===== src/rtl/inst_queue_pkg.sv =====
// Shared word/register sizes, opcode and unit encodings, and the queue entry layout.
// Latency: none (definitions only). Backpressure: n/a.
`ifndef INST_QUEUE_DEFINES_SV
`define INST_QUEUE_DEFINES_SV
`define WORD_SIZE 32
`define REG_SIZE  6
`define UNIT_SIZE 3
`endif

package inst_queue_pkg;

    localparam logic [3:0] OP_LW   = 4'b1100;
    localparam logic [3:0] OP_SW   = 4'b1101;
    localparam logic [3:0] OP_ADD  = 4'b1000;
    localparam logic [3:0] OP_MUL  = 4'b1001;
    localparam logic [3:0] OP_MV   = 4'b1111;
    localparam logic [3:0] OP_HALT = 4'b0001;

    localparam logic [`UNIT_SIZE-1:0] UNIT_LW   = 3'b000;
    localparam logic [`UNIT_SIZE-1:0] UNIT_SW   = 3'b001;
    localparam logic [`UNIT_SIZE-1:0] UNIT_ADD  = 3'b010;
    localparam logic [`UNIT_SIZE-1:0] UNIT_MUL  = 3'b011;
    localparam logic [`UNIT_SIZE-1:0] UNIT_MV   = 3'b100;
    localparam logic [`UNIT_SIZE-1:0] UNIT_HALT = 3'b101;

    typedef struct packed {
        logic [`UNIT_SIZE-1:0] unit;
        logic [`REG_SIZE-1:0]  reg1;
        logic [`REG_SIZE-1:0]  reg2;
        logic [`REG_SIZE-1:0]  reg3;
        logic                  hasimm;
        logic [`WORD_SIZE-1:0] imm;
        logic [`WORD_SIZE-1:0] pc;
    } entry_t;

    // Memory and arithmetic units share the three-register / 15-bit immediate format.
    function automatic logic is_rrr_unit(input logic [`UNIT_SIZE-1:0] unit);
        return (unit == UNIT_LW) || (unit == UNIT_SW) ||
               (unit == UNIT_ADD) || (unit == UNIT_MUL);
    endfunction

endpackage


===== src/rtl/inst_decode.sv =====
// Combinational instruction decoder feeding the queue write port.
// Latency: 0 cycles. Backpressure: none, pure function of inst/pc.
module inst_decode
    import inst_queue_pkg::*;
(
    input  logic [`WORD_SIZE-1:0] inst,
    input  logic [`WORD_SIZE-1:0] pc,
    output entry_t                entry,
    output logic                  store,
    output logic                  halt
);

    always_comb begin
        entry      = '0;
        store      = 1'b0;
        halt       = 1'b0;
        entry.pc   = pc;
        case (inst[31:28])
            OP_LW:   begin store = 1'b1; entry.unit = UNIT_LW;  end
            OP_SW:   begin store = 1'b1; entry.unit = UNIT_SW;  end
            OP_ADD:  begin store = 1'b1; entry.unit = UNIT_ADD; end
            OP_MUL:  begin store = 1'b1; entry.unit = UNIT_MUL; end
            OP_MV:   begin store = 1'b1; entry.unit = UNIT_MV;  end
            OP_HALT: begin store = 1'b1; entry.unit = UNIT_HALT; halt = 1'b1; end
            default: ;
        endcase

        if (store && is_rrr_unit(entry.unit)) begin
            entry.reg1 = inst[27:22];
            entry.reg2 = inst[21:16];
            if (inst[0]) begin
                entry.hasimm = 1'b1;
                entry.imm    = {{(`WORD_SIZE-15){inst[15]}}, inst[15:1]};
            end else begin
                entry.reg3   = inst[15:10];
            end
        end else if (store && entry.unit == UNIT_MV) begin
            entry.reg1 = inst[27:22];
            if (inst[0]) begin
                entry.hasimm = 1'b1;
                entry.imm    = {{(`WORD_SIZE-22){inst[21]}}, inst[21:0]};
            end else begin
                entry.reg2   = inst[21:16];
            end
        end
    end

endmodule


===== src/rtl/inst_queue.sv =====
// Decoded-instruction FIFO between fetch and RS; INST_QUEUE_BYPASS_EN adds an empty-queue bypass.
// Latency: 1 cycle push-to-out (0 with bypass on an empty queue).
// Backpressure: in_ready low when full or halted; no pass-through when full.
module inst_queue
    import inst_queue_pkg::*;
#(
    parameter int DEPTH = 8
) (
    input  logic                         clk,
    input  logic                         rst,
    input  logic                         flush,
    input  logic                         in_valid,
    input  logic [`WORD_SIZE-1:0]        in_inst,
    input  logic [`WORD_SIZE-1:0]        in_pc,
    output logic                         in_ready,
    output logic                         out_valid,
    input  logic                         out_ready,
    output logic [2:0]                   out_unit,
    output logic [`REG_SIZE-1:0]         out_reg1,
    output logic [`REG_SIZE-1:0]         out_reg2,
    output logic [`REG_SIZE-1:0]         out_reg3,
    output logic                         out_hasimm,
    output logic signed [`WORD_SIZE-1:0] out_imm,
    output logic [`WORD_SIZE-1:0]        out_pc,
    output logic [$clog2(DEPTH):0]       count,
    output logic                         halted
);

    localparam int PW = $clog2(DEPTH);
    localparam int CW = PW + 1;
    localparam logic [CW-1:0] FULL_CNT = CW'(DEPTH);

    entry_t          mem [DEPTH];
    logic [PW-1:0]   wr_ptr;
    logic [PW-1:0]   rd_ptr;
    logic [CW-1:0]   cnt;
    logic            halt_q;

    entry_t          dec_entry;
    logic            dec_store;
    logic            dec_halt;
    entry_t          head;

    logic            full;
    logic            empty;
    logic            push_fire;
    logic            byp_take;
    logic            do_push;
    logic            do_pop;

    inst_decode u_decode (
        .inst  (in_inst),
        .pc    (in_pc),
        .entry (dec_entry),
        .store (dec_store),
        .halt  (dec_halt)
    );

    assign full      = (cnt == FULL_CNT);
    assign empty     = (cnt == '0);
    assign in_ready  = !full && !halt_q && !rst;
    assign push_fire = in_valid && in_ready;

`ifdef INST_QUEUE_BYPASS_EN
    logic bypass;
    assign bypass    = empty && push_fire && dec_store && !flush;
    assign byp_take  = bypass && out_ready;
    assign out_valid = !empty || bypass;
    assign head      = !empty ? mem[rd_ptr] : (bypass ? dec_entry : '0);
`else
    assign byp_take  = 1'b0;
    assign out_valid = !empty;
    assign head      = !empty ? mem[rd_ptr] : '0;
`endif

    // A bypassed entry never occupies a slot, so it must not also be written.
    assign do_push = push_fire && dec_store && !byp_take;
    assign do_pop  = out_ready && !empty;

    always_ff @(posedge clk) begin
        if (do_push && !flush && !rst) begin
            mem[wr_ptr] <= dec_entry;
        end
    end

    always_ff @(posedge clk) begin
        if (rst) begin
            wr_ptr <= '0;
            rd_ptr <= '0;
            cnt    <= '0;
            halt_q <= 1'b0;
        end else if (flush) begin
            wr_ptr <= '0;
            rd_ptr <= '0;
            cnt    <= '0;
        end else begin
            if (do_push) begin
                wr_ptr <= wr_ptr + 1'b1;
            end
            if (do_pop) begin
                rd_ptr <= rd_ptr + 1'b1;
            end
            case ({do_push, do_pop})
                2'b10:   cnt <= cnt + 1'b1;
                2'b01:   cnt <= cnt - 1'b1;
                default: cnt <= cnt;
            endcase
            if (push_fire && dec_halt) begin
                halt_q <= 1'b1;
            end
        end
    end

    assign out_unit   = head.unit;
    assign out_reg1   = head.reg1;
    assign out_reg2   = head.reg2;
    assign out_reg3   = head.reg3;
    assign out_hasimm = head.hasimm;
    assign out_imm    = head.imm;
    assign out_pc     = head.pc;
    assign count      = cnt;
    assign halted     = halt_q;

endmodule

===== config.mk =====
export PLATFORM = sky130hd
export DESIGN_NAME = inst_queue
export DESIGN_NICKNAME = d
export VERILOG_FILES = /design/src/rtl/inst_queue_pkg.sv /design/src/rtl/inst_decode.sv /design/src/rtl/inst_queue.sv
export SDC_FILE = /design/constraint.sdc
export NUM_CORES = 1
export LEC_CHECK = 0
export ABC_AREA = 1
export BUFFER_PORTS_ARGS = -buffer_cell sky130_fd_sc_hd__clkbuf_2
export CORE_MARGIN = 8
export CORE_UTILIZATION = 41
export CTS_BUF_LIST = sky130_fd_sc_hd__clkbuf_2 sky130_fd_sc_hd__clkbuf_4 sky130_fd_sc_hd__clkbuf_8
export DETAILED_ROUTE_END_ITERATION = 7
export GPL_TIMING_DRIVEN = 0
export HOLD_SLACK_MARGIN = 0.1
export PLACE_DENSITY = 0.69
export SYNTH_ARGS = -nofsm -noshare
export SYNTH_HDL_FRONTEND = slang
export SYNTH_SLANG_ARGS = --single-unit

===== constraint.sdc =====
create_clock -name clk -period 5.5 [get_ports clk]
set_clock_uncertainty 0.2 [all_clocks]
set_input_delay 0.275 -clock clk [delete_from_list [all_inputs] [get_ports clk]]
set_output_delay 0.275 -clock clk [all_outputs]
set_load 0.02 [all_outputs]

==> results of run 1 <==
## kinds of logic (layout without fill, tap and decap cells)
group                      after synthesis  count (layout)  share of synthesized area, %
buffers and inverters                  184             607                          3.89
xor gates and xnor gates                 4               4                         0.140
DFF                                    622             622                          74.0
AOI/OAI and AO/OA                      493             493                          11.1
adders and majority gates                6               6                         0.330
and+or+nand+nor                        697             697                          10.5
## worst paths after layout
path | slack, ps | to | startpoint | cells past startpoint
worst min-delay path | 250 | mem[3][28] | in_pc[28] | 2
worst max-delay path | 1360 | out_imm[29] | register | 7
worst max register to register | 2430 | mem[4][23] | count[1] | 9
worst min register to register | 260 | rd_ptr[2] | rd_ptr[2] | 2
## metal layers
layer | GRT usage (%) | vias up
li1 | - | 7940
met1 | 25.6 | 8458
met2 | 32.0 | 911
met3 | 3.76 | 111
met4 | 5.64 | 2
met5 | 0 | -
## power by group
| part | total [mW] | switching, mW | internal (mW) | leakage [nW] |
|---|---|---|---|---|
| Clock | 3.67 | 1.73 | 1.94 | 0.937 |
| Sequential | 5.20 | 0.00314 | 5.19 | 5.79 |
| Combinational | 0.542 | 0.372 | 0.170 | 3.86 |
## layout make-up
| class | instances | area, um^2 |
|---|---|---|
| well taps | 782 | 978 |
| flip-flops and latches | 622 | 18500 |
| fillers | 5190 | 30500 |
| clock inverters | 44 | 267 |
| multi-input cells | 1200 | 5600 |
| repair buffers | 258 | 2020 |
| plain buffers | 138 | 800 |
| inverters | 46 | 175 |
| clock buffers | 121 | 1530 |
## metrics by stage
| step | util, % | setup TNS (ps) | setup slack (ps) | area, um^2 | hold slack [ps] |
|---|---|---|---|---|---|
| global route | 49.5 | 0 | 1190 | 29900 | 232 |
| global placement | 44.5 | -1406360 | -2660 | 26800 | 254 |
| finish | 49.5 | 0 | 1360 | 29900 | 249 |
| detailed placement | 45.3 | 0 | 2090 | 27400 | 259 |
| CTS | 49.5 | 0 | 1340 | 29900 | 205 |
| floorplan | - | 0 | 440 | 25100 | 147 |
## state kept, by name, indices dropped and copies added (netlist names), named ones only
register  count
count         4
rd_ptr        3
mem         608
halted        1
wr_ptr        3
## cells in the final DEF (no fill, tap or decap), drive strengths merged
master       netlist  layout
o211ai            76      76
dlygate4sd3        0      74
o21ai            311     311
nor3               1       1
a21oi             11      11
o22ai             89      89
nand3             14      14
xor2               2       2
fa                 1       1
xnor2              2       2
clkinvlp           0       3
inv               46      46
buf               67      90
clkinv             0      38
edfxtp           608     608
bufinv             0       3
ha                 5       5
dfxtp             14      14
a21boi             6       6
nor2             569     569
nand2            113     113
clkbuf            71     353
==> summary.txt, run 1 <==
Routed Antenna Nets -> 0
Most numerous cell types in the synthesized netlist -> 608 x edfxtp_1, 568 x nor2_1, 309 x o21ai_0, 113 x nand2_1, 89 x o22ai_1
Remaining Overflow, GRT -> 0
Outcome -> complete, no violations
First-pass GRT wire length -> 104 mm
Number of antenna violations at the first check in global routing -> 1
Via count normalized by instance count -> 5.43
Slew @ Worst Pin -> 1190 ps
Worst hold path class -> in2reg
Count of distinct cell types in the synthesized netlist -> 26
Leading cell types by total area after synthesis -> edfxtp_1 73%, nor2_1 8.5%, o21ai_0 6.2%
Inserted Clock Buffers -> 95
Clock transition time at the flip-flop clock pins of the worst setup and hold paths -> 60 ps
Routed wire length on met3 -> 6.29 mm
Worst path required time -> 5030 ps
Most common cell in the synthesized netlist -> edfxtp_1
Buffers & Inverters on Critical Path -> 5
Max-capacitance violation count -> 0
Asr flop ratio synth -> 0%
Pwr dens -> 315 nW/um^2
Met2 wire len -> 33.3 mm
Boundary Pins -> 162
Max stage delay on crit path -> 710 ps
Max Fclk -> 0.242 GHz
Share of the clock period used by the worst path -> 75.2%
Number of global-route vias before repair -> 17400
Endpoint arrival time on the critical path -> 3660 ps
Final net count -> 2436
Yosys Warn Count -> 0
Die Y -> 263 um
LEAKAGE -> 10.6 nW
Skew-Pair Late Insertion Delay -> 680 ps
Layout-stage area growth over the synthesis result -> 19.4%
Post-route DRC violation count -> 0
Max clock buf depth -> 3
Final weighted congestion in routability-driven placement -> 0.786
Clock H-tree levels -> 3
Post-CTS Resized -> 0
Category of the critical setup timing path -> reg2out
Biggest area consumer among synthesized cells -> edfxtp_1
Maximum number of pins on one net before global-route repair -> 30
Hold buffer count at CTS -> 74
Routed Wire Length -> 68.8 mm
Total of endpoints with negative setup slack in the final report -> 0
Worst VDD drop -> 0.185 mV
Share of post-route cells with drive strength above 1 -> 16.1%
Dominant synthesized flop cell -> edfxtp_1
Count of endpoints failing hold in the final timing report -> 0
Count of flip-flops with a built-in enable after synthesis -> 608
Antenna diode count -> 0
Total global routing track utilization -> 19.3%
Detailed-route via count -> 17400
CP Launch Type -> register
Largest fanout on the critical path -> 11
Unrepaired setup endpoints after global routing -> no
CTS tree -> yes
Wire length per cell -> 21.4 um
Crit path max-delay cell type -> clkbuf_1
Kind of cell with the highest combined delay on the critical path -> buffers and inverters
HPWL after detailed placement -> 45.1 mm
Max-slew violation count -> 0
Initial DRC count -> 1829
Worst slew margin relative to its limit -> 19.9%
Input/output buffers -> 161
Die W -> 263 um
Crit. End Element -> output port
Row cnt -> 90
Post CTS Setup Buffer Count -> 0
Register bit count reported by yosys -> 622
Number of sinks driven by the clock tree -> 622
Drt first pass iters -> 6
Share of the synthesized area in the top cell type -> 72.9%
Synthesized Nets -> 2081
Worst path cell trace -> buf_2, clkbuf_1, clkbuf_1, nor2_1, nor2_1, buf_4, clkbuf_2
Inst Count DP -> 2972
Buffer type at the clock tree root -> clkbuf_8
Met1 WL -> 27.7 mm
Seq/Total Area, Yosys -> 74.0%
Period minus WS final -> 4140 ps
Initial standard-cell utilization of the core -> 41.5%
Avg Synthesized Cell Area -> 12.5 um^2
Core area -> 60400 um^2
Number of non-filler instances in the completed layout -> 3211
Post-synthesis cell count -> 2006
Summed instance area of the synthesized netlist -> 25100 um^2
Area enclosed by the die boundary -> 69300 um^2
Max layer used -> met5
Total power consumption of the routed design -> 9.41 mW
Note: power is estimated with default switching activity, not from simulation.
==> run 2, diff against run 1 <==
--- a/config.mk
+++ b/config.mk
@@ -5,7 +5,7 @@
 export SDC_FILE = /design/constraint.sdc
 export NUM_CORES = 1
 export LEC_CHECK = 0
-export ABC_AREA = 1
+export ABC_AREA = 0
 export BUFFER_PORTS_ARGS = -buffer_cell sky130_fd_sc_hd__clkbuf_2
 export CORE_MARGIN = 8
 export CORE_UTILIZATION = 41
==> constraint.sdc (replaced) <==
create_clock -name clk -period 4.3 [get_ports clk]
set_clock_uncertainty 0.2 [all_clocks]
set_input_delay 0.215 -clock clk [delete_from_list [all_inputs] [get_ports clk]]
set_output_delay 0.215 -clock clk [all_outputs]
set_load 0.02 [all_outputs]
==> run 2 against run 1 <==
  * Clock power grew 26%
  * Highest routed layer is now met4
  * Flip-flop and latch count is the same
  * Design area shrank 0.93%
  * Critical endpoint is now mem[1][83]
  * Via count shrank 29%
  * Sequential share of layout area grew 0.58 points
==> summary.txt, run 2 <==
Outcome -> complete, no violations
Largest fanout on the critical path -> 13 (+2)
Post-synthesis cell count -> 1127 (-44%)
Max stage delay on crit path -> 830 ps (+120 ps)
Worst slew margin relative to its limit -> 39.6% (+20 points)
Leading cell types by total area after synthesis -> edfxtp_1 75%, mux4_2 14%, mux2i_1 3.2%
Final weighted congestion in routability-driven placement -> 0.745 (-5.2%)
Detailed-route via count -> 12400 (-29%)
Seq/Total Area, Yosys -> 76.0% (+2.0 points)
Slew @ Worst Pin -> 903 ps (-287 ps)
Yosys Warn Count -> 0 (unchanged)
Share of the clock period used by the worst path -> 96.1%
Asr flop ratio synth -> 0% (unchanged)
Most numerous cell types in the synthesized netlist -> 608 x edfxtp_1, 150 x mux4_2, 100 x nor2_1, 79 x mux2i_1, 25 x clkbuf_1
Worst Slack Setup Final -> 167 ps (-1200 ps)
Share of post-route cells with drive strength above 1 -> 35.0% (+19 points)
Die Y -> 260 um (-1.3%)
Via count normalized by instance count -> 5.24 (-3.4%)
Summed instance area of the synthesized netlist -> 24400 um^2 (-2.7%)
Synthesized Nets -> 1202 (-42%)
Total global routing track utilization -> 16.4% (-2.8 points)
Final net count -> 1577 (-35%)
Switching pwr -> 2.37 mW (+13%)
Count of flip-flops with a built-in enable after synthesis -> 608 (unchanged)
Input/output buffers -> 161 (unchanged)
Relative contribution of sequential cells to total power -> 57.4% (+2.2 points)
Max Fclk -> 0.242 GHz
Largest register by flop count -> mem
Count of endpoints failing hold in the final timing report -> 0 (unchanged)
Dominant synthesized flop cell -> edfxtp_1
Inserted Clock Buffers -> 99 (+4.2%)
Highest-count cells in the layout ignoring fill and taps -> 608 x edfxtp_1, 161 x clkbuf_2, 150 x mux4_2
Int Pwr -> 9.20 mW (+26%)
Comb pwr share -> 2.7% (-3.1 points)
Skew-Pair Late Insertion Delay -> 670 ps (about the same)
Pwr dens -> 391 nW/um^2 (+24%)
Area enclosed by the die boundary -> 67500 um^2 (-2.5%)
Post-CTS Resized -> 0 (unchanged)
Clock H-tree levels -> 3 (unchanged)
Most frequent cell on the critical path -> buf_16
Period minus WS final -> 4130 ps
Net Sw Frac -> 20.5% (-1.8 points)
Sum of negative setup slack -> 0 ps (unchanged)
Biggest area consumer among synthesized cells -> edfxtp_1
Number of sinks driven by the clock tree -> 622 (unchanged)
Unrepaired setup endpoints after global routing -> no
Leading cell type in the layout, fill and taps excluded -> edfxtp_1
Clock transition time at the flip-flop clock pins of the worst setup and hold paths -> 50 ps (about the same)
Kind of cell with the highest combined delay on the critical path -> buffers and inverters
Avg Synthesized Cell Area -> 21.6 um^2 (+73%)
Final instance area -> 29600 um^2 (-0.93%)
Register bit count reported by yosys -> 622 (unchanged)
Core area -> 58900 um^2 (-2.4%)
Total of endpoints with negative setup slack in the final report -> 0 (unchanged)
Wire length per cell -> 23.4 um (+9.3%)
Buffers & Inverters on Critical Path -> 6 (+1)
Crit. End Element -> register
Max-capacitance violation count -> 0 (unchanged)
Routed Antenna Nets -> 0 (unchanged)
Max FFs per register -> 608 (unchanged)
Worst slack after detailed placement -> 500 ps (-1590 ps)
Worst path required time -> 4470 ps (-560 ps)
Max clock buf depth -> 3 (unchanged)
Count of distinct cell types in the synthesized netlist -> 45 (+73%)
Maximum number of pins on one net before global-route repair -> 26 (-13%)
HPWL after detailed placement -> 35.4 mm (-21%)
Buffer type at the clock tree root -> clkbuf_8
Number of global-route vias before repair -> 13200 (-24%)
Boundary Pins -> 162 (unchanged)
Max-slew violation count -> 0 (unchanged)
Crit path max-delay cell type -> nor3_4
Clock power frac -> 39.9% (+0.9 points)
Initial DRC count -> 955 (-48%)
Most common cell in the synthesized netlist -> edfxtp_1
Worst VDD drop -> 0.241 mV (+30%)
Endpoint arrival time on the critical path -> 4310 ps (+650 ps)
Post-route DRC violation count -> 0 (unchanged)
Category of the critical setup timing path -> in2reg
Die W -> 260 um (-1.3%)
CP Launch Type -> primary input
CTS tree -> yes
Number of antenna violations at the first check in global routing -> 4 (+3)
Initial standard-cell utilization of the core -> 41.4% (-0.12 points)
Drt first pass iters -> 5 (-1)
LEAKAGE -> 9.68 nW (-8.6%)
Worst path cell trace -> dlygate4sd3_1, clkbuf_2, nor3b_1, dlygate4sd3_1, a21o_1, nand4_1, nor3_4, buf_16, buf_16, buf_16
Remaining Overflow, GRT -> 0 (unchanged)
Layout-stage area growth over the synthesis result -> 21.5%
Row cnt -> 89 (-1.1%)
Post-DP Area -> 27000 um^2 (-1.4%)
Total power consumption of the routed design -> 11.6 mW (+23%)
Worst hold path class -> in2reg
First-pass GRT wire length -> 82.9 mm (-20%)
Share of the synthesized area in the top cell type -> 74.9% (+2.0 points)
Routed Wire Length -> 55.2 mm (-20%)
Filler Cell Count -> 4648 (-10%)
-- run 2: cell types whose count changed after synthesis, moves of 39 or more --
cell      previous run  this run
inv_1               45         6
mux2i_1              0        79
o211ai_1            76         0
clkbuf_1            71        25
mux4_2               0       150
o21ai_0            309         1
nand2_1            113         8
nor2_1             568       100
o22ai_1             89         0
-- run 2: cell families after synthesis --
group / count (synthesis) / share of synthesized area, %
flip-flops: 622 / 76.0
multiplexers: 231 / 17.3
AND/OR/NAND/NOR: 152 / 2.84
buffers and inverters: 76 / 2.09
AO/OA/AOI/OAI: 36 / 1.23
adder cells (fa/ha/maj): 6 / 0.339
XOR/XNOR: 4 / 0.144
-- run 2: layout make-up --
class	count	area (um^2)	share of cell area (%)
flip-flops and latches	622	18500	62.6
multi-input cells	429	5400	18.2
repair buffers	274	2380	8.03
clock buffers	130	1610	5.43
well taps	773	967	3.26
plain buffers	69	483	1.63
clock inverters	48	219	0.739
inverters	7	26.3	0.0887
diodes	4	10.0	0.0338
-- run 2: what timing repair did --
| action | in CTS | in global routing |
|---|---|---|
| setup buffers | 0 | 1 |
| hold buffers | 80 | 0 |
| endpoints found under the setup margin | 0 | 16 |
| endpoints found under the hold margin | 686 | 0 |
-- run 2: final timing paths --
path,from,endpoint,slack [ps],cells after the start
max reg2reg,count[1],mem[1][83],900,7
max,in_inst[30],mem[1][83],170,10
min,in_pc[19],mem[3][19],170,2
min reg2reg,rd_ptr[1],register,340,2
-- run 2: power by group through the flow --
stage | clock network [mW] | registers (mW) | logic (mW)
2_1_floorplan | 0 | 6.77 | 0.117
4_1_cts | 4.74 | 6.65 | 0.312
5_1_grt | 5.00 | 6.64 | 0.335
3_5_place_dp | 0 | 6.77 | 0.249
3_3_place_gp | 0 | 6.77 | 0.234
6_report | 4.62 | 6.65 | 0.308
-- run 2: through the flow --
stage	util [%]	std cells	hold slack, ps
2_1_floorplan	-	1127	87.4
3_3_place_gp	44.4	2061	284
3_5_place_dp	45.8	2093	297
4_1_cts	50.3	2351	103
5_1_grt	50.3	2354	123
6_report	50.3	2356	167
-- run 2: layer usage --
layer  GRT usage, %  routed length (um)  vias up
li1               -                   -     5431
met1           21.1               22200     6427
met2           27.7               27900      420
met3           4.62                4220       73
met4           3.82                 853        0
met5              0                   0        -
==> run 3, diff against run 2 <==
--- a/config.mk
+++ b/config.mk
@@ -13,7 +13,8 @@
 export DETAILED_ROUTE_END_ITERATION = 7
 export GPL_TIMING_DRIVEN = 0
 export HOLD_SLACK_MARGIN = 0.1
-export PLACE_DENSITY = 0.69
+export PLACE_DENSITY = 0.68
 export SYNTH_ARGS = -nofsm -noshare
 export SYNTH_HDL_FRONTEND = slang
+export SYNTH_HIERARCHICAL = 1
 export SYNTH_SLANG_ARGS = --single-unit
==> run 3 against run 2 <==
  * Critical path depth shrank 4
  * Combinational power is 34% higher
  * Wire length rose by 14%
  * Sequential power increased by 13%
  * Non-clock buffer count up 49
  * Largest cell class unchanged
  * Cell count increased by 12%
  * Die area is 13% higher
  * Power up 18%
==> summary.txt, run 3 <==
Most common cell in the synthesized netlist -> edfxtp_1
Share of the clock period used by the worst path -> 83.3% (-13 points)
Sum of negative setup slack -> 0 ps (unchanged)
Register bit count reported by yosys -> 702 (+13%)
Max-capacitance violation count -> 0 (unchanged)
Post-DP Area -> 30500 um^2 (+13%)
Count of endpoints failing hold in the final timing report -> 0 (unchanged)
Crit path max-delay cell type -> nor4_4
Core area -> 67200 um^2 (+14%)
Number of non-filler instances in the completed layout -> 2640 (+12%)
Largest register by flop count -> mem
Buffer type at the clock tree root -> clkbuf_8
Initial DRC count -> 896 (-6.2%)
Post CTS Setup Buffer Count -> 0 (unchanged)
Remaining Overflow, GRT -> 0 (unchanged)
Skew-Pair Late Insertion Delay -> 700 ps (+30 ps)
Hold buffer count at CTS -> 108 (+35%)
Max FFs per register -> 688 (+13%)
Dominant synthesized flop cell -> edfxtp_1
Leading cell type in the layout, fill and taps excluded -> edfxtp_1
Max clock buf depth -> 3 (unchanged)
Drt first pass iters -> 5 (unchanged)
Worst slack after detailed placement -> 572 ps (+72.4 ps)
Clock H-tree levels -> 3 (unchanged)
Inst Count DP -> 2330 (+11%)
Final net count -> 1752 (+11%)
Synthesized Nets -> 1361 (+13%)
Yosys Warn Count -> 6 (+6)
Category of the critical setup timing path -> reg2out
Post-route DRC violation count -> 0 (unchanged)
Total of endpoints with negative setup slack in the final report -> 0 (unchanged)
Share of post-route cells with drive strength above 1 -> 36.0% (+1.0 points)
Maximum number of pins on one net before global-route repair -> 26 (unchanged)
Clock transition time at the flip-flop clock pins of the worst setup and hold paths -> 70 ps (+20 ps)
CP Launch Type -> register
Comb pwr share -> 3.0% (+0.3 points)
Number of sinks driven by the clock tree -> 702 (+13%)
Total global routing track utilization -> 16.3% (-0.14 points)
LEAKAGE -> 11.1 nW (+14%)
Initial standard-cell utilization of the core -> 41.4% (about the same)
Worst VDD drop -> 0.310 mV (+29%)
Via count normalized by instance count -> 5.27 (+0.49%)
Relative contribution of sequential cells to total power -> 55.1% (-2.3 points)
Filler Cell Count -> 5375 (+16%)
Routed Antenna Nets -> 0 (unchanged)
Number of global-route vias before repair -> 15000 (+14%)
Die W -> 276 um (+6.3%)
Avg Synthesized Cell Area -> 21.6 um^2 (-0.22%)
Post-synthesis cell count -> 1287 (+14%)
Asr flop ratio synth -> 0% (unchanged)
Final weighted congestion in routability-driven placement -> 0.720 (-3.4%)
Post-CTS Resized -> 0 (unchanged)
Count of distinct cell types in the synthesized netlist -> 50 (+11%)
Area enclosed by the die boundary -> 76300 um^2 (+13%)
Input/output buffers -> 126 (-22%)
Max Fclk -> 0.279 GHz (+15%)
Highest-count cells in the layout ignoring fill and taps -> 688 x edfxtp_1, 170 x mux4_2, 126 x clkbuf_2
Routed Wire Length -> 62.8 mm (+14%)
Max-slew violation count -> 0 (unchanged)
Worst Slack Setup Final -> 717 ps (+550 ps)
Layout-stage area growth over the synthesis result -> 21.7%
Slew @ Worst Pin -> 955 ps (+51.9 ps)
Worst path cell trace -> buf_6, nor4_4, buf_2, buf_2, nor2_1, clkbuf_2
Pwr dens -> 403 nW/um^2 (+3.2%)
Worst hold path class -> in2reg
Largest fanout on the critical path -> 10 (-3)
Die Y -> 276 um (+6.3%)
CTS tree -> yes
Int Pwr -> 10.9 mW (+18%)
First-pass GRT wire length -> 94.1 mm (+14%)
Clock power frac -> 41.9% (+2.0 points)
Net Sw Frac -> 20.2% (-0.30 points)
Most frequent cell on the critical path -> buf_2
Summed instance area of the synthesized netlist -> 27800 um^2 (+14%)
HPWL after detailed placement -> 40.7 mm (+15%)
Most numerous cell types in the synthesized netlist -> 688 x edfxtp_1, 170 x mux4_2, 105 x nor2_1, 89 x mux2i_1, 44 x buf_4
Biggest area consumer among synthesized cells -> edfxtp_1
Total power consumption of the routed design -> 13.6 mW (+18%)
Row cnt -> 95 (+6.7%)
Unrepaired setup endpoints after global routing -> no
Wire length per cell -> 23.8 um (+1.4%)
Leading cell types by total area after synthesis -> edfxtp_1 74%, mux4_2 14%, mux2i_1 3.2%
Switching pwr -> 2.76 mW (+16%)
Outcome -> complete, no violations
Detailed-route via count -> 13900 (+13%)
Period minus WS final -> 3580 ps (-550 ps)
Crit. End Element -> output port
Max stage delay on crit path -> 820 ps (about the same)
Count of flip-flops with a built-in enable after synthesis -> 688 (+13%)
Inserted Clock Buffers -> 111 (+12%)
Endpoint arrival time on the critical path -> 3170 ps (-1140 ps)
Boundary Pins -> 162 (unchanged)
Number of antenna violations at the first check in global routing -> 0 (-4)
Seq/Total Area, Yosys -> 75.4% (-0.66 points)
Worst path required time -> 3880 ps (-590 ps)
Final instance area -> 33800 um^2 (+14%)
Share of the synthesized area in the top cell type -> 74.4% (-0.52 points)
Worst slew margin relative to its limit -> 36.1% (-3.5 points)
## run 3: cell count changes in the layout (fill, tap and decap cells not counted), sizes merged, moves of 10 or more
cell         previous run  this run
a22o                   13         0
a32o                    0        20
and3                   13         1
buf                    77       145
clkbuf                316       289
dlygate4sd3            80       108
edfxtp                608       688
mux2i                  79        89
mux4                  152       172
## run 3: area by class of cell
type                            instances  area (um^2)  area share (%)
Antenna cell                            1         2.50         0.00740
Buffer                                114          843            2.49
Clock buffer                          150         1850            5.46
Clock inverter                         51          410            1.21
Inverter                                2         7.51          0.0222
Multi-Input combinational cell        469         6100            18.0
Sequential cell                       702        21000            62.0
Tap cell                              873         1090            3.23
Timing Repair Buffer                  278         2560            7.57
## run 3: cells by family after synthesis
family | after synthesis | share of synthesized area, %
DFF | 702 | 75.4
muxes | 261 | 17.2
and+or+nand+nor | 158 | 2.77
buffers and inverters | 116 | 3.03
AOI/OAI and AO/OA | 39 | 1.19
xor gates and xnor gates | 6 | 0.216
adders and majority gates | 5 | 0.225
## run 3: worst paths after layout
kind,slack (ps),depth (start not counted),startpoint,endpoint
setup / recovery,720,6,count[1],out_imm[27]
hold / removal,190,5,flush,count[3]
setup reg to reg,1000,12,count[1],count[2]
hold reg to reg,310,2,count[3],count[3]
## run 3: power by group through the flow
stage	Clock [mW]	Combinational [mW]	Sequential, mW
4_1_cts	5.86	0.415	7.50
2_1_floorplan	0	0.203	7.65
3_3_place_gp	0	0.318	7.65
3_5_place_dp	0	0.335	7.65
6_report	5.71	0.412	7.51
5_1_grt	6.16	0.444	7.50
## run 3: metrics by stage
stage          utilization (%)  hold WS, ps
2_1_floorplan                -         87.4
3_5_place_dp              45.4          250
5_1_grt                   50.3          161
3_3_place_gp              44.1          244
4_1_cts                   50.3          118
6_report                  50.3          185
## run 3: critical path, delay by kind of cell, from the launching register on
family,cells,cell delay [ps]
buffers and inverters,4,1210
flip-flops,1,340
AND/OR/NAND/NOR,2,920
## run 3: metal layers
metal,global-route usage (%),up-vias,part of all wire [%]
met1,20.5,7292,41
met3,4.19,93,6.4
met4,4.17,0,2.0
met5,0,-,0
li1,-,6094,-
met2,28.1,429,51
